===== config.mk =====
export PLATFORM = sky130hd
export DESIGN_NAME = score_bcd_counter
export DESIGN_NICKNAME = d
export VERILOG_FILES = /design/src/rtl/score_bcd_counter.sv
export SDC_FILE = /design/constraint.sdc
export NUM_CORES = 1
export LEC_CHECK = 0
export ABC_AREA = 1
export BUFFER_PORTS_ARGS = -buffer_cell sky130_fd_sc_hd__buf_2
export CORE_MARGIN = 1.5
export CORE_UTILIZATION = 50
export DETAILED_ROUTE_END_ITERATION = 6
export PLACE_DENSITY = 0.77
export SLEW_MARGIN = 10
export SYNTH_ARGS = -nofsm -noshare
export SYNTH_HDL_FRONTEND = slang
export SYNTH_SLANG_ARGS = --single-unit

===== constraint.sdc =====
create_clock -name clk -period 1.85 [get_ports clk]
set_input_delay 0.0925 -clock clk [delete_from_list [all_inputs] [get_ports clk]]
set_output_delay 0.0925 -clock clk [all_outputs]
set_load 0.005 [all_outputs]

===== src/rtl/score_bcd_counter.sv =====
// Multi-digit BCD game score: prescaled frame ticks, saturation, freeze on game over.
// Optional high-score register and new_high pulse when SCORE_HIGHSCORE_EN is defined.
module score_bcd_counter #(
    parameter int DIGITS          = 6,
    parameter int TICKS_PER_POINT = 8
) (
    input  logic                clk,
    input  logic                reset,
    input  logic                run,
    input  logic                tick,
    input  logic                clear,
    output logic [4*DIGITS-1:0] score_bcd,
    output logic                overflow,
`ifdef SCORE_HIGHSCORE_EN
    output logic [4*DIGITS-1:0] hi_bcd,
    output logic                new_high,
`endif
    output logic [1:0]          state_dbg
);
    // state_dbg encoding: 0 = IDLE, 1 = RUNNING, 2 = FROZEN
    typedef enum logic [1:0] {
        S_IDLE    = 2'd0,
        S_RUNNING = 2'd1,
        S_FROZEN  = 2'd2
    } state_t;

    localparam int            SW     = 4 * DIGITS;
    localparam int            PW     = (TICKS_PER_POINT > 1) ? $clog2(TICKS_PER_POINT) : 1;
    localparam logic [PW-1:0] PS_MAX = PW'(TICKS_PER_POINT - 1);

    state_t        state_q, state_d;
    logic [PW-1:0] pres_q, pres_d;
    logic [SW-1:0] score_q, score_d;
    logic          ovf_q, ovf_d;
    logic [SW-1:0] score_inc;
    logic          all_nines;
    logic          point;

    // Ripple BCD increment; a carry out of the top digit means the score is all 9s.
    always_comb begin : bcd_inc
        logic carry;
        carry     = 1'b1;
        score_inc = score_q;
        for (int i = 0; i < DIGITS; i++) begin
            if (carry) begin
                if (score_q[4*i +: 4] == 4'd9) begin
                    score_inc[4*i +: 4] = 4'd0;
                end else begin
                    score_inc[4*i +: 4] = score_q[4*i +: 4] + 4'd1;
                    carry               = 1'b0;
                end
            end
        end
        all_nines = carry;
    end

    always_comb begin
        state_d = state_q;
        pres_d  = pres_q;
        score_d = score_q;
        ovf_d   = ovf_q;
        point   = 1'b0;
        if (clear) begin
            state_d = S_IDLE;
            pres_d  = '0;
            score_d = '0;
            ovf_d   = 1'b0;
        end else begin
            case (state_q)
                S_IDLE: begin
                    if (run) state_d = S_RUNNING;
                end
                S_RUNNING: begin
                    if (tick) begin
                        if (pres_q == PS_MAX) begin
                            pres_d = '0;
                            point  = 1'b1;
                        end else begin
                            pres_d = pres_q + PW'(1);
                        end
                    end
                    if (!run) state_d = S_FROZEN;
                end
                S_FROZEN: state_d = S_FROZEN;
                default:  state_d = S_IDLE;
            endcase
            if (point) begin
                if (all_nines) ovf_d = 1'b1;
                else           score_d = score_inc;
            end
        end
    end

    always_ff @(posedge clk or posedge reset) begin
        if (reset) begin
            state_q <= S_IDLE;
            pres_q  <= '0;
            score_q <= '0;
            ovf_q   <= 1'b0;
        end else begin
            state_q <= state_d;
            pres_q  <= pres_d;
            score_q <= score_d;
            ovf_q   <= ovf_d;
        end
    end

    assign score_bcd = score_q;
    assign overflow  = ovf_q;
    assign state_dbg = state_q;

`ifdef SCORE_HIGHSCORE_EN
    logic [SW-1:0] hi_q, hi_d;
    logic          nh_q, nh_d;
    logic          frozen_seen_q;

    // Valid BCD digits order the same as binary, so a plain vector compare suffices.
    always_comb begin
        hi_d = hi_q;
        nh_d = 1'b0;
        if (!clear && state_q == S_FROZEN && !frozen_seen_q && score_q > hi_q) begin
            hi_d = score_q;
            nh_d = 1'b1;
        end
    end

    always_ff @(posedge clk or posedge reset) begin
        if (reset) begin
            hi_q          <= '0;
            nh_q          <= 1'b0;
            frozen_seen_q <= 1'b0;
        end else begin
            hi_q          <= hi_d;
            nh_q          <= nh_d;
            frozen_seen_q <= (state_q == S_FROZEN);
        end
    end

    assign hi_bcd   = hi_q;
    assign new_high = nh_q;
`endif

endmodule

==> run metrics <==
status=finished clean; largest net degree at the start of global routing=31; total power=0.001861 W; Finished Core Util=64.59%; 1st-iter DRT viols=90; antenna-violating nets left=0; Fillers=288; area leader, netlist=dfrtp_1; crit-path max cell delay=0.41 ns; Post-synth top flop=dfrtp_1; Worst-Skew Late Latency=0.30 ns; worst r2r src=score_bcd[1]; mapped cell area=1851 µm²; fin crit period=1.716 ns; routed length per instance=12.37 µm; Area contributors post-synth=dfrtp_1, ha_1, nand2_1; CP bufs+invs=2; num rows=21; Leak Pwr=1.172 nW; Synthesis Warnings=0; number of diodes=0; crit path capture=score_bcd[16]; count of cell types in the netlist=29; Synth-to-Final Area Change=20.15%; Crit. path cell count=10; reg-to-reg slack, setup=0.13 ns; clock skew=0.005257 ns; Worst-path clk slew=0.07 ns; count of final hold-check violations=0; Async S/R FF share, synth=100.0%; Critical R2R Capture=score_bcd[16]; final worst slack=0.1343 ns; CTS tree=done; crit-path max FO=9; Critical Path Source Type=flop; # setup viols final=0; H-tree depth=2; initial antenna violation count=0; max-cap check violation count=0; die area=4075 µm²; cell mode on critical path=nand2_2; Final Cycle Share=92.74%; synthesized instance count=215; crit path cell chain=inv_1 -> ha_1 -> nand3_1 -> nand2_2 -> nand2_2 -> nor2_4 -> nand2_8 -> buf_4 -> o21ai_2 -> nand2_1; # nets final=281; gr usage total=21.25%; Slew @ Worst Pin=0.3831 ns; total global routing overflow=0; #FFs+latches synth=30; top cell type's share of synthesized area=40.57%; Root Buffer=clkbuf_8; routed vias=1507; register area share after synthesis=40.57%; vias in the first global route=1501; CP Class=flop to flop; clk sinks=30; Place WS=0.1640 ns; Hold Crit Class=input pin to flop; power per cell area=837.0 nW/µm²; detailed-route vias per instance=4.941; Initial Util=53.76%; CTS buffer count=5; # port buffers=31; slowest stage cell, crit path=dfrtp_1; Req. time, crit path=2.04 ns; Core ar.=3442 µm²; IO Count=32; Die W=63.84 µm; DRC Markers=0; global placement routability congestion=0.7975; critical path launch point=score_bcd[1]; DP Wirelength=2.626 mm; mean post-synth cell area=8.607 µm²; Die Ht=63.84 µm; layout cells sized above 1=30.12%; Peak supply drop=464.9 µV; WL final=3.774 mm; worst rel slew slack=74.46%; Arr. time, crit path=1.90 ns; FF-to-FF path depth=10; achievable frequency=582.8 MHz; cell family contributing the most delay on the critical path=simple AND/OR/NAND/NOR gates; EDFF count, synth=0; global-route wire length before repair=6.706 mm; Setup crit end kind=flop; clk buf depth=2; TritonRoute pass-1 iters=4; max-slew violation count=0; Synth Net Count=237
-- how the worst min path moves through the flow --
stage	from	endpoint	depth (start not counted)
2_1_floorplan	clear	pres_q[2]	1
3_3_place_gp	reset	state_dbg[1]	3
3_5_place_dp	reset	pres_q[2]	3
4_1_cts	clear	pres_q[2]	2
5_1_grt	clear	pres_q[2]	2
6_report	clear	pres_q[2]	2
-- report_power, final --
| part | switching (W) | leakage (nW) | total, W | internal (W) |
|---|---|---|---|---|
| logic | 0.000268 | 0.729 | 0.000506 | 0.000238 |
| registers | 0.000105 | 0.399 | 0.000853 | 0.000748 |
| clock network | 0.000251 | 0.0438 | 0.000503 | 0.000252 |
-- worst reg2reg max path, delay by kind of cell (launching register included) --
| family | cells | cell delay (ns) |
|---|---|---|
| flip-flops | 1 | 0.41 |
| AO/OA/AOI/OAI | 1 | 0.10 |
| adder cells (fa/ha/maj) | 1 | 0.13 |
| buffers and inverters | 2 | 0.24 |
| AND/OR/NAND/NOR | 6 | 0.71 |
-- flip-flops by register name, indices dropped and copies added (netlist names) --
| signal | flops |
|---|---|
| pres_q | 3 |
| state_dbg | 2 |
| score_bcd | 24 |
| overflow | 1 |
-- final cells by class --
type | count | area (µm²) | area share (%)
Multi-Input combinational cell | 167 | 1046 | 47.05
Tap cell | 46 | 57.56 | 2.589
Clock buffer | 5 | 68.82 | 3.095
Inverter | 16 | 60.06 | 2.701
Timing Repair Buffer | 39 | 230.2 | 10.35
Sequential cell | 30 | 750.7 | 33.76
Clock inverter | 2 | 10.01 | 0.4502
-- layer usage --
| metal | vias up | track usage [%] | share of wire [%] |
|---|---|---|---|
| met4 | 0 | 10.60 | 2.4 |
| met3 | 8 | 4.754 | 3.3 |
| li1 | 785 | - | - |
| met2 | 23 | 35.03 | 48 |
| met5 | - | 0 | 0 |
| met1 | 691 | 26.05 | 46 |
-- per-stage QoR --
stage	instance area (µm²)	hold WS [ns]	instances	setup TNS (ns)
3_3_place_gp	2078	0.1890	295	0
3_5_place_dp	2078	0.1909	295	0
6_report	2223	0.07925	305	0
4_1_cts	2167	0.07242	303	0
2_1_floorplan	1851	0.1556	215	0
5_1_grt	2223	0.08601	305	-0.005847
-- cell usage after synthesis, types with 2 or more instances --
master	n
nand2_1	47
dfrtp_1	30
nor2_1	19
nand3_1	18
ha_1	17
inv_1	14
o21ai_0	14
or2_2	9
xor2_1	8
nand2_2	6
o21ai_1	4
o21ai_2	4
xnor2_1	4
a21oi_1	3
buf_6	2
inv_2	2
nor2_2	2
-- layout by cell type (no fill, tap or decap), drive strengths merged, types with 2 or more instances in the layout --
master   n
xnor2    4
clkinv   2
clkbuf   5
nand3   19
or2      9
nor2    23
buf     38
dfrtp   30
a21oi    4
nand2   54
o21ai   22
inv     16
ha      17
xor2     8
-- logic make-up (layout without fill, tap and decap cells) --
kind of cell | after synthesis | after routing | share of synthesized area (%)
buf+inv | 18 | 62 | 4.463
simple gates | 108 | 108 | 27.93
xor+xnor | 12 | 12 | 5.679
compound gates | 30 | 30 | 9.872
flops | 30 | 30 | 40.57
fa+ha+maj | 17 | 17 | 11.49
-- timing repair --
action / CTS / global route
setup buffers: 0 / 2
resized for setup: 0 / 6
hold buffers: 1 / 0
endpoints found under the setup margin: 0 / 16
endpoints found under the hold margin: 30 / 0
(Power assumes the default switching activity.)
